==> src/rtl/inv_r_sched_if.sv <==
`default_nettype none
// ============================================================================
// Module   : inv_r_sched_if
// Brief    : Handshake and RAM/VMU control bundle of the R-inverse sequencer.
// Revision : 1.0 - initial release
// ============================================================================
interface inv_r_sched_if #(
  parameter int K_W   = 4,
  parameter int IDX_W = 3
) ();

  logic                 start;
  logic [K_W-1:0]       k;
  logic                 busy;
  logic [IDX_W-1:0]     r_addr;
  logic                 r_oe;
  logic [IDX_W-1:0]     inv_rd_addr;
  logic                 inv_oe;
  logic                 inv_q_sel;
  logic [2*IDX_W-1:0]   inv_wr_addr;
  logic                 inv_we;
  logic [IDX_W-1:0]     div_addr;
  logic                 div_rd_en;
  logic                 vmu_en;
  logic                 identity_flag;
  logic                 done;

  // Controller side: requests an inverse and observes the RAM/VMU controls.
  modport master (
    output start, k,
    input  busy, r_addr, r_oe, inv_rd_addr, inv_oe, inv_q_sel,
           inv_wr_addr, inv_we, div_addr, div_rd_en, vmu_en,
           identity_flag, done
  );

  // Sequencer side.
  modport slave (
    input  start, k,
    output busy, r_addr, r_oe, inv_rd_addr, inv_oe, inv_q_sel,
           inv_wr_addr, inv_we, div_addr, div_rd_en, vmu_en,
           identity_flag, done
  );

endinterface
`default_nettype wire

==> src/rtl/inv_r_sched.sv <==
`default_nettype none
// ============================================================================
// Module   : inv_r_sched
// Brief    : Walks every element of inv(R) column-major, diagonal first,
//            sequencing RAM reads, the VMU dot product and the result write.
// Revision : 1.0 - initial release
// ============================================================================
module inv_r_sched #(
  parameter int MAX_K   = 8,
  parameter int K_W     = 4,
  parameter int IDX_W   = 3,
  parameter int RAM_LAT = 1,
  parameter int VMU_LAT = 3
) (
  input  wire logic       clk,
  input  wire logic       rst,
  inv_r_sched_if.slave    bus
);

  localparam int CNT_MAX = (RAM_LAT > VMU_LAT) ? RAM_LAT : VMU_LAT;
  localparam int CNT_W   = (CNT_MAX < 2) ? 1 : $clog2(CNT_MAX);
  localparam int CMP_W   = ((K_W > IDX_W) ? K_W : IDX_W) + 1;

  localparam logic [CNT_W-1:0] C_RAM_LAST = CNT_W'((RAM_LAT > 0) ? RAM_LAT - 1 : 0);
  localparam logic [CNT_W-1:0] C_VMU_LAST = CNT_W'((VMU_LAT > 0) ? VMU_LAT - 1 : 0);
  localparam logic [K_W-1:0]   C_MAX_K    = K_W'(MAX_K);

  // The NEXT decision is folded into WR, so it has no state of its own.
  typedef enum logic [2:0] {
    S_IDLE = 3'd0,
    S_RD   = 3'd1,
    S_WAIT = 3'd2,
    S_MAC  = 3'd3,
    S_WR   = 3'd4,
    S_FIN  = 3'd5
  } state_t;

  state_t             state_q, state_d;
  logic [IDX_W-1:0]   i_q, i_d;
  logic [IDX_W-1:0]   j_q, j_d;
  logic [K_W-1:0]     keff_q, keff_d;
  logic [CNT_W-1:0]   cnt_q, cnt_d;

  logic [K_W-1:0]     w_k_sat;
  logic [CMP_W-1:0]   w_j_inc;
  logic               w_last_col;

  assign w_k_sat    = (bus.k > C_MAX_K) ? C_MAX_K : bus.k;
  assign w_j_inc    = CMP_W'(j_q) + CMP_W'(1);
  assign w_last_col = (w_j_inc >= CMP_W'(keff_q));

  always_ff @(posedge clk or posedge rst) begin
    if (rst) begin
      state_q <= S_IDLE;
      i_q     <= '0;
      j_q     <= '0;
      keff_q  <= '0;
      cnt_q   <= '0;
    end else begin
      state_q <= state_d;
      i_q     <= i_d;
      j_q     <= j_d;
      keff_q  <= keff_d;
      cnt_q   <= cnt_d;
    end
  end

  always_comb begin
    state_d = state_q;
    i_d     = i_q;
    j_d     = j_q;
    keff_d  = keff_q;
    cnt_d   = cnt_q;
    case (state_q)
      S_IDLE: begin
        if (bus.start) begin
          keff_d  = w_k_sat;
          i_d     = '0;
          j_d     = '0;
          cnt_d   = '0;
          state_d = (w_k_sat == '0) ? S_FIN : S_RD;
        end
      end
      S_RD: begin
        cnt_d   = '0;
        state_d = (RAM_LAT > 0) ? S_WAIT : S_MAC;
      end
      S_WAIT: begin
        if (cnt_q == C_RAM_LAST) begin
          cnt_d   = '0;
          state_d = S_MAC;
        end else begin
          cnt_d = cnt_q + CNT_W'(1);
        end
      end
      S_MAC: begin
        if (cnt_q == C_VMU_LAST) begin
          cnt_d   = '0;
          state_d = S_WR;
        end else begin
          cnt_d = cnt_q + CNT_W'(1);
        end
      end
      S_WR: begin
        // Walk up the column; at row 0 step to the next column's diagonal.
        if (i_q != '0) begin
          i_d     = i_q - IDX_W'(1);
          state_d = S_RD;
        end else if (!w_last_col) begin
          j_d     = IDX_W'(w_j_inc);
          i_d     = IDX_W'(w_j_inc);
          state_d = S_RD;
        end else begin
          state_d = S_FIN;
        end
      end
      S_FIN: begin
        state_d = S_IDLE;
      end
      default: begin
        state_d = S_IDLE;
      end
    endcase
  end

  logic w_rd, w_wait, w_mac, w_wr, w_active;

  always_comb begin
    w_rd     = (state_q == S_RD);
    w_wait   = (state_q == S_WAIT);
    w_mac    = (state_q == S_MAC);
    w_wr     = (state_q == S_WR);
    w_active = w_rd | w_wait | w_mac | w_wr;
  end

  assign bus.busy          = w_active;
  assign bus.r_oe          = w_rd;
  assign bus.inv_oe        = w_rd;
  assign bus.div_rd_en     = w_rd;
  // Column data must stay selected until the VMU has consumed it.
  assign bus.inv_q_sel     = w_rd | w_wait | w_mac;
  assign bus.vmu_en        = w_mac;
  assign bus.inv_we        = w_wr;
  assign bus.done          = (state_q == S_FIN);
  assign bus.identity_flag = w_active & (i_q == j_q);
  assign bus.r_addr        = i_q;
  assign bus.div_addr      = i_q;
  assign bus.inv_rd_addr   = j_q;
  assign bus.inv_wr_addr   = {j_q, i_q};

endmodule
`default_nettype wire

==> src/flat_wrapper.sv <==
// flat-port wrapper written by rule: the top's interface ports become plain ports
module inv_r_sched_flat 
#(
  parameter int MAX_K   = 8,
  parameter int K_W     = 4,
  parameter int IDX_W   = 3,
  parameter int RAM_LAT = 1,
  parameter int VMU_LAT = 3
)
  (clk, rst, bus_start, bus_k, bus_busy, bus_r_addr, bus_r_oe, bus_inv_rd_addr, bus_inv_oe, bus_inv_q_sel, bus_inv_wr_addr, bus_inv_we, bus_div_addr, bus_div_rd_en, bus_vmu_en, bus_identity_flag, bus_done);
  inv_r_sched_if #(.K_W(K_W), .IDX_W(IDX_W)) bus_i ();
  input  wire logic clk;
  input  wire logic rst;
  input wire logic [$bits(bus_i.start)-1:0] bus_start;
  input wire logic [$bits(bus_i.k)-1:0] bus_k;
  output wire logic [$bits(bus_i.busy)-1:0] bus_busy;
  output wire logic [$bits(bus_i.r_addr)-1:0] bus_r_addr;
  output wire logic [$bits(bus_i.r_oe)-1:0] bus_r_oe;
  output wire logic [$bits(bus_i.inv_rd_addr)-1:0] bus_inv_rd_addr;
  output wire logic [$bits(bus_i.inv_oe)-1:0] bus_inv_oe;
  output wire logic [$bits(bus_i.inv_q_sel)-1:0] bus_inv_q_sel;
  output wire logic [$bits(bus_i.inv_wr_addr)-1:0] bus_inv_wr_addr;
  output wire logic [$bits(bus_i.inv_we)-1:0] bus_inv_we;
  output wire logic [$bits(bus_i.div_addr)-1:0] bus_div_addr;
  output wire logic [$bits(bus_i.div_rd_en)-1:0] bus_div_rd_en;
  output wire logic [$bits(bus_i.vmu_en)-1:0] bus_vmu_en;
  output wire logic [$bits(bus_i.identity_flag)-1:0] bus_identity_flag;
  output wire logic [$bits(bus_i.done)-1:0] bus_done;
  assign bus_i.start = bus_start;
  assign bus_i.k = bus_k;
  assign bus_busy = bus_i.busy;
  assign bus_r_addr = bus_i.r_addr;
  assign bus_r_oe = bus_i.r_oe;
  assign bus_inv_rd_addr = bus_i.inv_rd_addr;
  assign bus_inv_oe = bus_i.inv_oe;
  assign bus_inv_q_sel = bus_i.inv_q_sel;
  assign bus_inv_wr_addr = bus_i.inv_wr_addr;
  assign bus_inv_we = bus_i.inv_we;
  assign bus_div_addr = bus_i.div_addr;
  assign bus_div_rd_en = bus_i.div_rd_en;
  assign bus_vmu_en = bus_i.vmu_en;
  assign bus_identity_flag = bus_i.identity_flag;
  assign bus_done = bus_i.done;
  inv_r_sched #(.MAX_K(MAX_K), .K_W(K_W), .IDX_W(IDX_W), .RAM_LAT(RAM_LAT), .VMU_LAT(VMU_LAT)) u_core (.clk(clk), .rst(rst), .bus(bus_i));
endmodule
==> config.mk <==
export PLATFORM = sky130hd
export DESIGN_NAME = inv_r_sched_flat
export DESIGN_NICKNAME = d
export VERILOG_FILES = /design/src/rtl/inv_r_sched_if.sv /design/src/rtl/inv_r_sched.sv /design/src/flat_wrapper.sv
export SDC_FILE = /design/constraint.sdc
export NUM_CORES = 1
export LEC_CHECK = 0
export CORE_MARGIN = 5
export CORE_UTILIZATION = 43
export DETAILED_ROUTE_END_ITERATION = 8
export PLACE_DENSITY = 0.86
export SYNTH_ARGS = -nofsm -noshare
export SYNTH_HDL_FRONTEND = slang
export SYNTH_SLANG_ARGS = --single-unit
==> constraint.sdc <==
create_clock -name clk -period 2.3 [get_ports clk]
set_clock_uncertainty 0.2 [all_clocks]
set_input_delay 0.345 -clock clk [delete_from_list [all_inputs] [get_ports clk]]
set_output_delay 0.345 -clock clk [all_outputs]
set_load 0.05 [all_outputs]
Yosys cells after proc, flatten, opt, wreduce, memory -nomap -nowiden
Cells that the tools add are included.
Widths: inputs -> output; s select.
{"block": "totals", "reg_bits": 15, "inputBits": 7, "output_inout_bits": 24, "word_cells": 56}
{"block": "op_classes", "n_addsub": 3, "magnitude_cmp": 2, "eq_ne": 13, "n_mux": 18, "n_bitwise": 4, "reduce_logical": 11}
{"operator": "$mux 3", "n": 10}
{"operator": "$pmux 3 s5", "n": 1}
{"operator": "$pmux 3 s2", "n": 2}
{"operator": "$ne 2x2->1 const B", "n": 4}
{"operator": "$pmux 2 s4", "n": 1}
{"operator": "$eq 3x2->1 const B", "n": 2}
{"operator": "$eq 3x3->1 const B", "n": 2}
{"operator": "$mux 2", "n": 3}
{"operator": "$reduce_and 3->1", "n": 2}
{"operator": "$ge 5x4->1", "n": 1}
{"operator": "$add 3x1->4 const B", "n": 1}
{"operator": "$gt 4x4->1 const B", "n": 1}
{"operator": "$logic_not 4->1", "n": 1}
{"operator": "$mux 4", "n": 1}
{"operator": "$reduce_and 2->1", "n": 2}
{"operator": "$reduce_and 4->1", "n": 1}
{"operator": "$reduce_bool 4->1", "n": 1}
{"operator": "$eq 3x1->1 const B", "n": 1}
{"operator": "$eq 3x3->1", "n": 1}
{"operator": "$logic_not 3->1", "n": 1}
{"operator": "$ne 3x3->1 const B", "n": 1}
{"operator": "$or 1x1->1", "n": 3}
{"operator": "$reduce_bool 3->1", "n": 1}
{"operator": "$sub 3x1->3 const B", "n": 1}
{"operator": "other kinds (6)", "n": 6}

Depth between registers and ports, before layout
Gate-level depths: netlist (run 1).
{"block": "depth", "depth_word": 6, "mapped_depth": 7, "depth_no_buf": 7}

Worst setup path before layout (run 1)
OpenSTA, ideal clock, no wires.
{"block": "synth_path", "path_kind": "register to output", "startpoint": "register u_core.state_q[2]", "endpoint": "output bus_inv_oe", "t_arrival_ns": 2.042, "t_required_ns": 1.755, "slack_ns": -0.287, "path_stages_with_launch": 4, "path_buffers": 2, "cell_sequence": "dfrtp_1 -> buf_6 -> nor3_1 -> buf_4"}
{"block": "synth_via", "elab_chain_len": 1}
{"item": "from (decl)", "line_no": "inv_r_sched.sv:38", "text": "state_t state_q, state_d;"}
{"item": "from (signal assigned)", "line_no": "inv_r_sched.sv:60", "text": "state_q <= state_d;"}
{"item": "$eq 3x1->1", "line_no": "inv_r_sched.sv:129", "text": "w_rd = (state_q == S_RD);"}
{"item": "to (decl)", "line_no": "flat_wrapper.sv:20", "text": "output wire logic [$bits(bus_i.inv_oe)-1:0] bus_inv_oe;"}
Every way passes these cells.

Worst setup path in the final report (run 1)
{"block": "layout_path", "startpoint": "register u_core.i_q[0] (netlist: u_core.bus.div_addr[0])", "endpoint": "output bus_div_addr[0]"}
{"item": "from (decl)", "line_no": "inv_r_sched.sv:39", "text": "logic [IDX_W-1:0] i_q, i_d;"}
{"item": "from (signal assigned)", "line_no": "inv_r_sched.sv:61", "text": "i_q <= i_d;"}
{"item": "to (decl)", "line_no": "flat_wrapper.sv:24", "text": "output wire logic [$bits(bus_i.div_addr)-1:0] bus_div_addr;"}
No word-level cell between the ends.

==> results of run 1 <==
==> synth_stat cells (all sizes together) <==
cell,number,area (um^2)
dfrtp,15,375
buf,14,106
ha,12,150
inv,10,37.5
nand2,10,37.5
mux2i,7,70.1
o21ai,7,38.8
nand2b,6,45.0
nor2,6,32.5
nor3,4,20.0
o211ai,4,35.0
xnor2,4,35.0
o22ai,3,18.8
a21oi,2,10.0
a31oi,2,12.5
and3,2,12.5
nor2b,2,12.5
o31ai,2,25.0
a2111oi,1,27.5
a211oi,1,7.51
and4,1,8.76
clkinv,1,5.00
mux2,1,11.3
nand3,1,5.00
nand3b,1,7.51
nor3b,1,7.51
nor4,1,6.26
or3,1,6.26
or3b,1,11.3
xor2,1,8.76
==> stage by stage <==
step | worst slack, ps | hold slack [ps] | utilization | instance area (um^2) | setup TNS, ps
floorplan | -0.415 | 46.3 | - | 1210 | -0.415
CTS | 53.8 | 206 | 0.565 | 1530 | 0
detailed placement | 58.5 | 307 | 0.554 | 1500 | 0
global route | 4.04 | 258 | 0.584 | 1580 | 0
finish | 92.3 | 187 | 0.584 | 1580 | 0
global placement | 166 | 271 | 0.554 | 1500 | 0
==> layout make-up <==
type | instances | area, um^2
Timing Repair Buffer | 34 | 373
Multi-Input combinational cell | 84 | 723
Fill cell | 246 | 1130
Clock inverter | 1 | 5.00
Clock buffer | 3 | 22.5
Sequential cell | 15 | 378
Inverter | 11 | 42.5
Tap cell | 31 | 38.8
==> state kept, by name, summed over array words and instances, names as in the netlist <==
signal	flops
u_core.cnt_q	2
u_core.keff_q	4
u_core.state_q	3
u_core.bus.div_addr	3
u_core.bus.inv_rd_addr	3
==> layer usage <==
layer | vias to the layer above | wire, um | track usage | part of all wire
met5 | - | 0 | 0 | 0
met3 | 7 | 164 | 0.0378 | 0.065
met2 | 28 | 1260 | 0.244 | 0.49
met1 | 433 | 1050 | 0.160 | 0.41
li1 | 464 | - | - | -
met4 | 0 | 65 | 0.0716 | 0.026
==> cells in the final DEF (no fill, tap or decap), types with 5 or more instances in the layout <==
cell / instances
o21ai_1: 5
inv_1: 10
dfrtp_1: 13
ha_1: 9
buf_12: 5
mux2i_1: 7
nand2_1: 10
clkdlybuf4s50_1: 20
nand2b_1: 5
buf_4: 8
==> worst max path at each step <==
stage,end,slack (ps),depth (start not counted)
after floorplan,u_core.bus.div_addr[2]$_DFFE_PP0P_,-0.4,5
final,bus_div_addr[0],90,1
after CTS,bus_inv_wr_addr[2],50,1
after global placement,u_core.bus.div_addr[0]$_DFFE_PP0P_,170,7
after detailed placement,u_core.bus.div_addr[0]$_DFFE_PP0P_,60,7
after global routing,bus_div_addr[2],4,1
==> cell families (layout without fill, tap and decap cells) <==
kind of cell,Yosys count,count (layout)
and+or+nand+nor,37,37
buffers and inverters,25,49
AOI/OAI and AO/OA,22,22
DFF,15,15
adders and majority gates,12,12
muxes,8,8
xor gates and xnor gates,5,5
==> repair_timing <==
action,4_1_cts,5_1_grt
buffers inserted,0,1
resized for setup,0,7
endpoints found under the setup margin,0,7
==> metrics.md, run 1 <==
| Metric | Value |
|---|---|
| Status | finished clean |
| Post-Syn Area | 0.00119 mm^2 |
| Core ar. | 0.00271 mm^2 |
| R2r setup slk | 160 ps |
| H-tree level count | 1 |
| First-pass GRT wire length | 4.53 mm |
| Synthesized instance count | approximately 120 |
| TritonCTS clock tree | yes |
| CTS Buf Count | 3 |
| RSZ-0062 raised after global routing | false |
| Drc violations | 0 |
| Final Hold Vio Count | 0 |
| Area growth syn-to-layout | 33.3% |
| Tmin final | 2210 ps |
| Crit-path cells | clkdlybuf4s50_1 |
| Initial antenna violation count | 0 |
| Post-synthesis sequential area ratio | 0.316 |
| GR Util All Layers | 0.142 |
| Starting Density | 0.438 |
| Fmax | 0.453 GHz |
| Worst slew margin | 0.603 |
| CP top delay family | buffers and inverters |
| Chip height | 62.6 um |
| YS warnings | 0 |
| Reg clk slew, reported paths | ~100 ps |
| CTS Root Buffer Type | clkbuf_4 |
| FF+latch count, synth | 15 |
| Net Count, Synth | 143 |
| Hpwl dp | between 2 and 2.5 mm |
| Initial DRC Count | 23 |
| Post-synthesis adder-cell area fraction | 0.126 |
| Max stage delay on crit path | around 860 ps |
| FF-to-FF End | u_core.bus.div_addr[2]$_DFFE_PP0P_ |
| Post-Synth XOR/XNOR Area | 0.0369 |
| Worst slew pin tran | 595 ps |
| Gpl congestion | 0.835 |
| Final Non-Filler Cells | between 150 and 200 |
| CTS Buffer Depth | 2 |
| Crit Path Class | reg -> out |
| Number of max-cap violations | 0 |
| # rows | 19 |
| Period Utilization, post-route | 0.960 |
| Vias per cell | 5.21 |
| Vias in the first global route | just under 1,000 |
| Largest family of logic cells by synthesized area | simple AND/OR/NAND/NOR gates |
| Worst Path Buf+Inv | 1 |
| Req. time, crit path | 1750 ps |
| Die area | 0.00391 mm^2 |
| Ant diodes | 0 |
| Grt ovf | 0 |
| Clk sink count | 15 |
| Hold/Removal Path Class | in -> async |
| CP arrival | between 1500 and 2000 ps |
| Compound-Gate Fraction of Synth Area | 0.148 |
| Slew Viols, Final | 0 |
| DRT Pass-1 Iters | 4 |
| Post-synthesis simple-gate area fraction | 0.179 |
| Cells after DPL | 174 |
| Setup crit start | u_core.bus.div_addr[0]$_DFFE_PP0P_ |
| Final wirelength | 2.54 mm |
| R2R depth | 7 |
| Die width | 62.6 um |
| CP max FO | 8 |
| PortBufs | 30 |
| Critical Path Slowest Stage Cell | clkdlybuf4s50_1 |
| Final ANT Viol Nets | 0 |
| Clock Latency Late Sink | 300 ps |
| Average size of a mapped cell | 9.58 um^2 |
| Setup Viol. Count Final | 0 |
| Fraction of synthesized area in multiplexers | 0.0685 |
| Wire length per cell | around 14 um |
| Startpoint Class | flip-flop |
| Largest net degree at the start of global routing | 16 |
| Synth cell types | 38 |
| Worst R2R Start | u_core.bus.inv_rd_addr[0]$_DFFE_PP0P_ |
| Cts hold-fix bufs | 0 |
| Ports | 31 |
| Critical Path Sink Type | output pin |
| Share of cells above drive strength 1 | 0.250 |
| Vias | between 900 and 1,000 |
| Post-layout net count | around 170 |
Power of run 1 is left out: the tool's default activity adds up to more than one toggle a clock period on the data nets, which glitch-free logic cannot reach.
==> run 2, diff against run 1 <==
--- a/config.mk
+++ b/config.mk
@@ -6,9 +6,9 @@
 export NUM_CORES = 1
 export LEC_CHECK = 0
 export CORE_MARGIN = 5
-export CORE_UTILIZATION = 43
+export CORE_UTILIZATION = 48
 export DETAILED_ROUTE_END_ITERATION = 8
-export PLACE_DENSITY = 0.86
+export PLACE_DENSITY = 0.9
 export SYNTH_ARGS = -nofsm -noshare
 export SYNTH_HDL_FRONTEND = slang
 export SYNTH_SLANG_ARGS = --single-unit
==> constraint.sdc (replaced) <==
create_clock -name clk -period 2.26 [get_ports clk]
set_clock_uncertainty 0.2 [all_clocks]
set_input_delay 0.339 -clock clk [delete_from_list [all_inputs] [get_ports clk]]
set_output_delay 0.339 -clock clk [all_outputs]
set_load 0.05 [all_outputs]
==> run 2 against run 1 <==
  * Final area up 7.9%
  * Flip-flop and latch count unchanged
  * Via count up 11%
  * Global-route usage up 3.0 points
  * Clock-buffer cell count unchanged
  * Critical path type unchanged
==> metrics.md, run 2 (same netlist as run 1, synthesis figures left out) <==
| Metric | Value |
|---|---|
| Ports | 31 (unchanged) |
| Period Utilization, post-route | 0.989 |
| Hold/Removal Path Class | in -> async (unchanged) |
| Cts hold-fix bufs | 0 (unchanged) |
| Slew Viols, Final | 0 (unchanged) |
| Wire length per cell | 17.5 um (was 14.2 um) |
| GR Util All Layers | 0.172 (was 0.142) |
| R2R depth | 8 (was 7) |
| RSZ-0062 raised after global routing | true (was false) |
| FF-to-FF End | u_core.bus.inv_rd_addr[1]$_DFFE_PP0P_ (was u_core.bus.div_addr[2]$_DFFE_PP0P_) |
| Worst slew margin | 0.619 (was 0.603) |
| Starting Density | 0.493 (was 0.438) |
| Top reg by flops | u_core.keff_q (unchanged) |
| Area growth syn-to-layout | 43.8% (was 33.3%) |
| Max FFs per register | 4 (unchanged) |
| Largest net degree at the start of global routing | 16 (unchanged) |
| Placed cell area | 0.00155 mm^2 (was 0.00150 mm^2) |
| Fin area | 0.00171 mm^2 (was 0.00158 mm^2) |
| Clock Latency Late Sink | 310 ps (was 300 ps) |
| H-tree level count | 1 (unchanged) |
| Initial DRC Count | 34 (was 23) |
| Worst slew pin tran | 571 ps (was 595 ps) |
| CTS Root Buffer Type | clkbuf_4 (unchanged) |
| Tmin final | 2230 ps |
| # rows | 18 (was 19) |
| Die area | 0.00357 mm^2 (was 0.00391 mm^2) |
| Vias per cell | 5.63 (was 5.21) |
| Status | finished clean (unchanged) |
| Vias | 1,031 (was 932) |
| Post-layout net count | 173 (was 168) |
| Drc violations | 0 (unchanged) |
| Cells after DPL | 171 (was 174) |
| Most common cell after layout, fill and taps aside | clkdlybuf4s50_1 (unchanged) |
| Worst R2R Start | u_core.bus.inv_rd_addr[0]$_DFFE_PP0P_ (unchanged) |
| Final Non-Filler Cells | 183 (was 179) |
| First-pass GRT wire length | 4.55 mm (was 4.53 mm) |
| Gpl congestion | 0.949 (was 0.835) |
| Clk sink count | 15 (unchanged) |
| Die width | 59.7 um (was 62.6 um) |
| Ant diodes | 0 (unchanged) |
| Final ANT Viol Nets | 0 (unchanged) |
| DRT Pass-1 Iters | 4 (unchanged) |
| CTS Buf Count | 3 (unchanged) |
| TritonCTS clock tree | yes (unchanged) |
| PortBufs | 30 (unchanged) |
| Vias in the first global route | 1,037 (was 975) |
| CTS Buffer Depth | 2 (unchanged) |
| Grt ovf | 0 (unchanged) |
| Critical Path Sink Type | output pin (unchanged) |
| Initial antenna violation count | 0 (unchanged) |
| Core ar. | 0.00241 mm^2 (was 0.00271 mm^2) |
| Share of cells above drive strength 1 | 0.294 (was 0.250) |
| Setup crit start | u_core.bus.inv_rd_addr[0]$_DFFE_PP0P_ (was u_core.bus.div_addr[0]$_DFFE_PP0P_) |
| Startpoint Class | flip-flop (unchanged) |
| R2r setup slk | 40 ps (was 160 ps) |
| Hpwl dp | 2.14 mm (was 2.03 mm) |
| Number of max-cap violations | 0 (unchanged) |
| Setup Viol. Count Final | 0 (unchanged) |
| Most frequent cells in the layout | 19 x clkdlybuf4s50_1, 12 x dfrtp_1, 10 x inv_1, 10 x nand2_1, 10 x buf_4 (was 20 x clkdlybuf4s50_1, 13 x dfrtp_1, 10 x inv_1, 10 x nand2_1, 9 x ha_1) |
| Fmax | ~0.45 GHz |
| Req. time, crit path | 1720 ps (was 1750 ps) |
| CP arrival | 1700 ps (was 1660 ps) |
| Final wirelength | 3.20 mm (was 2.54 mm) |
| Crit Path Class | reg -> out (unchanged) |
| Reg clk slew, reported paths | 100 ps (about the same) |
| Chip height | 59.7 um (was 62.6 um) |
| CP max FO | 3 (was 8) |
| Final Hold Vio Count | 0 (unchanged) |
## run 2: layout make-up
type	count	area (um^2)
clock inverters	1	5.00
multi-input cells	84	768
well taps	30	37.5
fillers	159	702
repair buffers	39	450
inverters	11	42.5
clock buffers	3	22.5
flip-flops and latches	15	382
## run 2: per-stage QoR
step | setup TNS, ps | setup slack [ps] | hold WS, ps | utilization
3_3_place_gp | 0 | 87.4 | 271 | 0.645
6_report | 0 | 25.4 | 172 | 0.709
5_1_grt | -195 | -54.7 | 229 | 0.709
2_1_floorplan | 0 | 27.4 | 40.4 | -
3_5_place_dp | -162 | -75.2 | 276 | 0.645
4_1_cts | -29.2 | -11.8 | 200 | 0.667
## run 2: worst max-delay path by stage
stage,endpoint,slack (ps),depth (start not counted)
final,bus_inv_wr_addr[3],30,2
after detailed placement,u_core.bus.div_addr[0]$_DFFE_PP0P_,-80,7
after floorplan,u_core.bus.div_addr[1]$_DFFE_PP0P_,30,7
after CTS,u_core.bus.div_addr[0]$_DFFE_PP0P_,-10,7
after global routing,u_core.bus.div_addr[0]$_DFFE_PP0P_,-50,7
after global placement,u_core.bus.div_addr[1]$_DFFE_PP0P_,90,7
## run 2: per-layer routing
| layer | routed length, um | track usage |
|---|---|---|
| met5 | 0 | 0 |
| met4 | 105 | 0.108 |
| met3 | 181 | 0.0367 |
| met2 | 1690 | 0.290 |
| met1 | 1230 | 0.194 |
## run 2: timing repair
action | CTS | global route
resized for setup | 1 | 11
cloned | 0 | 0
setup buffers | 3 | 5
setup endpoints to repair | 5 | 11
pin swaps | 1 | 4
## run 2: worst max-delay path, cell delays in order, from the launching register on
cell,delay [ps]
dfrtp_4,460
buf_4,120
clkdlybuf4s50_1,810
Power of run 2 is left out for the same reason.
==> RTL change (flow settings as in run 1) <==
`RAM_LAT` is set to 1 in 2 places; all go to 2.
--- a/src/rtl/inv_r_sched.sv
+++ b/src/rtl/inv_r_sched.sv
@@ -9,7 +9,7 @@
   parameter int MAX_K   = 8,
   parameter int K_W     = 4,
   parameter int IDX_W   = 3,
-  parameter int RAM_LAT = 1,
+  parameter int RAM_LAT = 2,
   parameter int VMU_LAT = 3
 ) (
   input  wire logic       clk,
--- a/src/flat_wrapper.sv
+++ b/src/flat_wrapper.sv
@@ -4,7 +4,7 @@
   parameter int MAX_K   = 8,
   parameter int K_W     = 4,
   parameter int IDX_W   = 3,
-  parameter int RAM_LAT = 1,
+  parameter int RAM_LAT = 2,
   parameter int VMU_LAT = 3
 )
   (clk, rst, bus_start, bus_k, bus_busy, bus_r_addr, bus_r_oe, bus_inv_rd_addr, bus_inv_oe, bus_inv_q_sel, bus_inv_wr_addr, bus_inv_we, bus_div_addr, bus_div_rd_en, bus_vmu_en, bus_identity_flag, bus_done);
Formal check against the unedited RTL: not equivalent (a bounded check fails within 4 cycles, from zero or initial values and one cycle with rst high).
==> RTL change against run 1 <==
Wire length is 6.1% lower; largest cell class unchanged; synthesized area decreased by 7.1%; fmax is 0.42% lower; sequential cell count unchanged; cell count down 1.1%; worst setup slack got worse by 9.2 ps; critical endpoint is now u_core.bus.div_addr[0]; cell area down 8.5%; core utilization about the same; sequential share of layout area up 2.2 points.
==> RTL change: results (changes against run 1) <==
met2 wire length 1.14 mm (was 1.26 mm); Syn Nets 137 (was 143); Yosys top cell area share 0.340 (was 0.316); r2r startpoint u_core.bus.inv_rd_addr[1] (was u_core.bus.inv_rd_addr[0]); slowest library cell on the worst path dfrtp_2 (was clkdlybuf4s50_1); Synth area leaders dfrtp_1, ha_1, buf_4 (unchanged); met3 usage in global routing 0.0255 (was 0.0378); sequential area share after synthesis 0.340 (was 0.316); Int Pwr ~870 uW; Avg WL per Cell 13.5 um (was 14.2 um); Reg2Reg Setup Slack 80 ps (was 160 ps); IO buf count 30 (unchanged); drt first pass iters 6 (was 4); mux cell area share after synthesis 0.0465 (was 0.0685); placed cell area 1410 um2 (was 1500 um2); Biggest register u_core.keff_q (unchanged); M1 WL 1.09 mm (was 1.05 mm); XOR/XNOR Fraction of Synth Area 0.0397 (was 0.0369); Primary FF master, synth dfrtp_1 (unchanged); antenna diode count 0 (unchanged); Worst-Margin Slew 574 ps (was 595 ps); maximum vdd drop around 1.2 mV; compound-gate portion of the synthesized area 0.143 (was 0.148); top layer used by detailed routing met3 (was met4); DP HPWL 1.85 mm (was 2.03 mm); Skew-Pair Late Insertion Delay 280 ps (was 300 ps); Cell variety after synth 42 (was 38); WS Path Type reg -> reg (was reg -> out); worst hold slack 214 ps (was 187 ps); worst slack at placement 89.1 ps (was 58.5 ps); run status finished clean (unchanged); Syn Area/Cell 8.97 um2 (was 9.58 um2); DRT iter0 DRCs 22 (was 23); vias in the first global route 925 (was 975); Layout Nets 162 (was 168); met3 wire length 158 um (was 164 um); FILL cells 215 (was 246); Post-synth top cells dfrtp_1, nand2_1, buf_4, inv_1 (was dfrtp_1, buf_4, ha_1, inv_1, nand2_1); reg2reg end u_core.bus.div_addr[0] (was u_core.bus.div_addr[2]); M1 GR Usage 0.194 (was 0.160); Critical Path Max Stage Delay 470 ps (was 860 ps); GPL Wtd Cong 0.922 (was 0.835); max reg flops 4 (unchanged); final cell count without fillers 177 (was 179); vias per cell 5.33 (was 5.21); WP data arrival 2210 ps (was 1660 ps); CP delay by family, top compound AO/OA/AOI/OAI gates (was buffers and inverters); first-pass GRT wire length 4.12 mm (was 4.53 mm); share of layout cells above drive strength 1 0.204 (was 0.250); placed cells 172 (was 174); Root Buffer Master clkbuf_4 (unchanged); post-synthesis adder-cell area fraction 0.0884 (was 0.126); met2 Use GR 0.246 (was 0.244); total track usage 0.145 (was 0.142); crit path max fanout 6 (was 8); worst reg2reg path depth 6 (was 7)
## RTL change: changes by cell type in the layout (fill, tap and decap cells not counted), moves of 3 or more
cell     delta
o21ai_0     +6
o21ai_1     -4
o22ai_1     -3
nand3_1     +3
ha_1        -3
nand2_1     +4
mux2i_1     -3
## RTL change: area by class of cell
cell class | count | area [um2] | share of cell area
multi-input cells | 84 | 622 | 0.430
inverters | 9 | 33.8 | 0.0233
clock buffers | 4 | 26.3 | 0.0182
well taps | 30 | 37.5 | 0.0259
repair buffers | 35 | 350 | 0.242
flip-flops and latches | 15 | 378 | 0.261
## RTL change: power groups by stage
| stage | combinational [uW] | sequential, uW | clock, uW |
|---|---|---|---|
| after detailed placement | 1160 | 434 | 0 |
| after floorplan | 780 | 464 | 0 |
| after global placement | 1140 | 430 | 0 |
| after CTS | 1160 | 431 | 152 |
| after global routing | 1250 | 448 | 169 |
| final | 1160 | 433 | 150 |
